$ cat config.mk
export PLATFORM = sky130hd
export DESIGN_NAME = hazard_unit_mc
export DESIGN_NICKNAME = d
export VERILOG_FILES = /design/src/rtl/hazard_unit_mc.sv
export SDC_FILE = /design/constraint.sdc
export NUM_CORES = 1
export LEC_CHECK = 0
export BUFFER_PORTS_ARGS = -buffer_cell sky130_fd_sc_hd__buf_2
export CAP_MARGIN = 20
export CORE_MARGIN = 2
export CORE_UTILIZATION = 30
export CTS_BUF_LIST = sky130_fd_sc_hd__clkbuf_4
export DETAILED_ROUTE_END_ITERATION = 12
export SLEW_MARGIN = 20
export SYNTH_ARGS = -nofsm -noshare
export SYNTH_HDL_FRONTEND = slang
export SYNTH_SLANG_ARGS = --single-unit
$ cat constraint.sdc
create_clock -name clk -period 1.8 [get_ports clk]
set_input_delay 0.18 -clock clk [delete_from_list [all_inputs] [get_ports clk]]
set_output_delay 0.18 -clock clk [all_outputs]
set_load 0.01 [all_outputs]
$ cat src/rtl/hazard_unit_mc.sv
// Pipeline hazard unit: load-use bubbles, optional mul/div dependency stall, branch flush and
// a saturating stall-cycle counter. Define HAZARD_MULDIV_EN to build the mul/div tracker.
module hazard_unit_mc #(
  parameter int unsigned REG_W      = 5,
  parameter int unsigned LOAD_STALL = 1,
  parameter int unsigned MD_LATENCY = 8,
  parameter int unsigned CNT_W      = 16
) (
  input  logic             clk,
  input  logic             rst,
  input  logic [REG_W-1:0] IF_ID_rs,
  input  logic [REG_W-1:0] IF_ID_rt,
  input  logic             IF_ID_uses_rs,
  input  logic             IF_ID_uses_rt,
  input  logic             IF_ID_md_dep,
  input  logic [REG_W-1:0] ID_EX_dest,
  input  logic             ID_EX_mem_read,
  input  logic             md_start,
  input  logic             branch_taken,
  output logic             pc_load,
  output logic             IF_ID_load,
  output logic             control_mux_sel,
  output logic             IF_ID_flush,
  output logic             ID_EX_flush,
  output logic             md_busy,
  output logic [CNT_W-1:0] stall_cnt
);

  typedef enum logic [0:0] {StRun, StLdStall} state_e;

  localparam logic [3:0] LdInit = 4'(LOAD_STALL - 1);

  state_e           state_q, state_d;
  logic [3:0]       ld_cnt_q, ld_cnt_d;
  logic [CNT_W-1:0] stall_cnt_q, stall_cnt_d;
  logic             lu;
  logic             md_stall;
  logic             stall;

  // $0 is never a real producer, so a load targeting it cannot create a hazard.
  always_comb begin
    lu = ID_EX_mem_read && (ID_EX_dest != '0) &&
         ((IF_ID_uses_rs && (IF_ID_rs == ID_EX_dest)) ||
          (IF_ID_uses_rt && (IF_ID_rt == ID_EX_dest)));
  end

`ifdef HAZARD_MULDIV_EN
  logic [5:0] md_cnt_q, md_cnt_d;

  // A new issue restarts the countdown; the unit does not queue operations.
  always_comb begin
    md_cnt_d = md_cnt_q;
    if (md_start) begin
      md_cnt_d = 6'(MD_LATENCY);
    end else if (md_cnt_q != 6'd0) begin
      md_cnt_d = md_cnt_q - 6'd1;
    end
  end

  always_ff @(posedge clk) begin
    if (rst) begin
      md_cnt_q <= 6'd0;
    end else begin
      md_cnt_q <= md_cnt_d;
    end
  end

  always_comb begin
    md_busy  = (md_cnt_q != 6'd0);
    md_stall = md_busy && IF_ID_md_dep;
  end
`else
  logic unused_md;

  always_comb begin
    unused_md = md_start ^ IF_ID_md_dep;
    md_busy   = 1'b0;
    md_stall  = 1'b0;
  end
`endif

  always_comb begin
    state_d  = state_q;
    ld_cnt_d = ld_cnt_q;
    if (branch_taken) begin
      state_d  = StRun;
      ld_cnt_d = 4'd0;
    end else begin
      unique case (state_q)
        StRun: begin
          if (lu && (LOAD_STALL > 1)) begin
            state_d  = StLdStall;
            ld_cnt_d = LdInit;
          end
        end
        StLdStall: begin
          ld_cnt_d = ld_cnt_q - 4'd1;
          if (ld_cnt_q == 4'd1) begin
            state_d = StRun;
          end
        end
        default: state_d = StRun;
      endcase
    end
  end

  always_comb begin
    stall = ((state_q == StRun) && lu) || (state_q == StLdStall) || md_stall;

    pc_load         = ~stall;
    IF_ID_load      = ~stall;
    control_mux_sel = ~stall;
    IF_ID_flush     = 1'b0;
    ID_EX_flush     = 1'b0;
    // A taken branch squashes the younger instructions, so any pending stall is moot.
    if (branch_taken) begin
      pc_load         = 1'b1;
      IF_ID_load      = 1'b1;
      control_mux_sel = 1'b0;
      IF_ID_flush     = 1'b1;
      ID_EX_flush     = 1'b1;
    end

    stall_cnt_d = stall_cnt_q;
    if (stall && !branch_taken && (stall_cnt_q != {CNT_W{1'b1}})) begin
      stall_cnt_d = stall_cnt_q + 1'b1;
    end
    stall_cnt = stall_cnt_q;
  end

  always_ff @(posedge clk) begin
    if (rst) begin
      state_q     <= StRun;
      ld_cnt_q    <= 4'd0;
      stall_cnt_q <= '0;
    end else begin
      state_q     <= state_d;
      ld_cnt_q    <= ld_cnt_d;
      stall_cnt_q <= stall_cnt_d;
    end
  end

endmodule

==> impl_metrics.yaml <==
setup_path:
  endpoint_kind: "register"
  cp.arrival_ns: 2.01
  criticalPathCategory: "register to register"
  worst-path-max-fanout: 4
  timing.rr.end: "stall_cnt[6]"
  crit_path_start_kind: "register"
  crit_required_ns: 2.03
  r2r_setup_slack_ns: 0.02
  reg2regPathDepth: 7
  r2r-start: "stall_cnt[7]"
power:
  ir_drop_v: 0.000237
  p_sw_share_pct: 23.7
  leakage_uw: 0.000786
  clockPowerShare_pct: 30.0
  p_int_uw: 612
  power_density_nw_per_um2: 417
  p_switching_uw: 190
  p_comb_share_pct: 12.4
  seqPwrFrac_pct: 57.6
min_path:
  hold_class: "input port to register"
  min_path_cells: 3
  min_to: "ld_cnt_q[0]"
  hold_start: "branch_taken"
outcome:
  status: "finished, final reports clean"
clocking:
  clock_sinks: 21
  cts_tree: "done"
  clkSlewWorstSetupHoldPaths_ns: 0.12
  clkLatencyLatePin_ns: 0.30
  ctsHoldBuffers: 0
  cts_buffers: 3
  cts_root_buffer: "clkbuf_4"
  htree_levels: 1
  clk_path_buf_depth: 2
detailed_routing:
  num_vias: 1355
  wl_mm: 3.37
  ant_nets: 0
  routed_via_density: 4.91
  drt_pass1_iterations: 4
  drc: 0
  routedWlPerCell_microns: 12.2
  drtIter0Drc: 25
sta:
  slew_violations: 0
  hold_viol: 0
  fin_tns_setup_ns: 0
  fin_ws_ns: 0.0187
  fmax_mhz: 561
  finalCritPeriodShare_pct: 99.0
  skew_ns: 0.00413
  period_minus_slack_ns: 1.78
  rsz0062_at_grt: "true"
  finalSetupViolCount: 0
floorplan:
  start_util_pct: 30.7
  num_rows: 24
  io_pins: 45
  die_width_microns: 70.2
  die_area_sq_um: 4930
  die_h_microns: 70.2
  core_area_sq_um: 4290
synth:
  synth-seq-cells: 21
  yosysWarnings: 0
  synth_cell_type_count: 42
  syn_nets: 182
  synthCells: 156
  synth_top_area_cell: "dfxtp_1"
  synth_edf_count: 0
  async_flop_share_pct: 0
  ys_seq_area_share_pct: 31.9
  ys.flop_type: "dfxtp_1"
  synth_top_area_share_pct: 31.9
  syn_avg_cell_area_sq_um: 8.44
  synth_area_sq_um: 1320
  synth_area_leaders: "dfxtp_1 32%, xnor2_1 8.0%, a21oi_1 4.2%, nor4_1 3.8%, ha_1 2.9%"
global_routing:
  grt_pass1_vias: 1251
  antenna_found_initial: 0
  grt.total_usage_pct: 13.0
  grt_overflow_total: 0
  grt_max_degree: 28
  grt_first_pass_wirelength_mm: 5.35
place:
  place_area_sq_um: 1760
  place.gp.congestion: 0.764
  portBuffers: 41
  dp_slack_ns: -0.205
  dp_hpwl_mm: 2.46
final_layout:
  final_area_sq_um: 1920
  drive_gt1_share_pct: 51.8
  nNetsFinal: 251
  final_core_util_pct: 44.7
  area_growth_syn_to_layout_pct: 45.9
  diodes: 0
  final_common_cell: "buf_2"
  final_cell_mix: "41 x buf_2, 32 x buf_4, 11 x xnor2_1"
run:
  cap_violations: 0
## area by class of cell
cell class	instances	area, sq um
inverter	8	30.0
sequential	21	439
multi-input combinational	117	900
tap	52	65.1
clock buffer	4	30.0
fill	437	2370
timing repair buffer	74	457
## cell families (layout without fill, tap and decap cells)
group / Yosys count / in the layout / share of synthesized area, %
AND/OR/NAND/NOR: 66 / 66 / 29.4
flip-flops: 21 / 21 / 31.9
other: 1 / 1 / 0.285
adder cells (fa/ha/maj): 3 / 3 / 2.85
XOR/XNOR: 13 / 13 / 8.65
buffers and inverters: 18 / 86 / 7.03
AO/OA/AOI/OAI: 28 / 28 / 14.2
multiplexers: 6 / 6 / 5.70
## worst max path at each step
| stage | startpoint | endpoint |
|---|---|---|
| final | stall_cnt[7] | stall_cnt[6] |
| after global routing | stall_cnt[4] | stall_cnt[15] |
| after CTS | stall_cnt[0] | stall_cnt[1] |
| after detailed placement | ID_EX_dest[2] | stall_cnt[0] |
| after floorplan | stall_cnt[0] | stall_cnt[2] |
| after global placement | ID_EX_dest[2] | stall_cnt[1] |
## power groups by stage
stage          clock network (uW)  registers, uW  logic (uW)
2_1_floorplan                   0            475        54.8
3_3_place_gp                    0            474        94.0
3_5_place_dp                    0            474        95.5
4_1_cts                       253            464        97.2
5_1_grt                       271            462         110
6_report                      240            462        99.4
## cells in the mapped netlist, types with 4 or more instances
cell     count
nor2b_1      6
nor3_1       4
nor4_1       8
inv_1        8
o21ai_0      6
dfxtp_1     21
xnor2_1     12
nand2_1      9
nand4_1      4
nand3_1      5
a21oi_1     11
or3_1        6
nor2_1      10
buf_4        4
## critical path, cell delays in order (launching register included)
cell     delay (ns)
dfxtp_2        0.34
nand4_1        0.25
nor2_2         0.22
a21o_1         0.20
nor4b_1        0.08
buf_4          0.15
or3_1          0.36
a21oi_2        0.13
## metal layers
layer | share of wire, % | vias to the layer above | global-route usage (%)
met5 | 0 | - | 0
met4 | 0.56 | 0 | 4.27
met3 | 5.7 | 2 | 2.89
met2 | 47 | 32 | 21.4
met1 | 47 | 623 | 16.7
li1 | - | 698 | -
## state kept, by name, summed over array words and instances (netlist names)
signal / count
stall_cnt: 16
ld_cnt_q: 4
state_q: 1
## repair_timing
action | CTS | global route
buffers inserted | 1 | 4
gates resized for setup | 4 | 23
pin swaps | 2 | 15
cloned | 0 | 1
setup endpoints to repair | 9 | 9
## stage by stage
step | cells | hold slack, ns | power, uW
finish | 276 | 0.290 | 802
detailed placement | 266 | 0.506 | 570
global placement | 266 | 0.498 | 568
global route | 276 | 0.301 | 843
floorplan | 156 | 0.359 | 529
CTS | 271 | 0.284 | 814
Note: power is estimated with default switching activity, not from simulation.
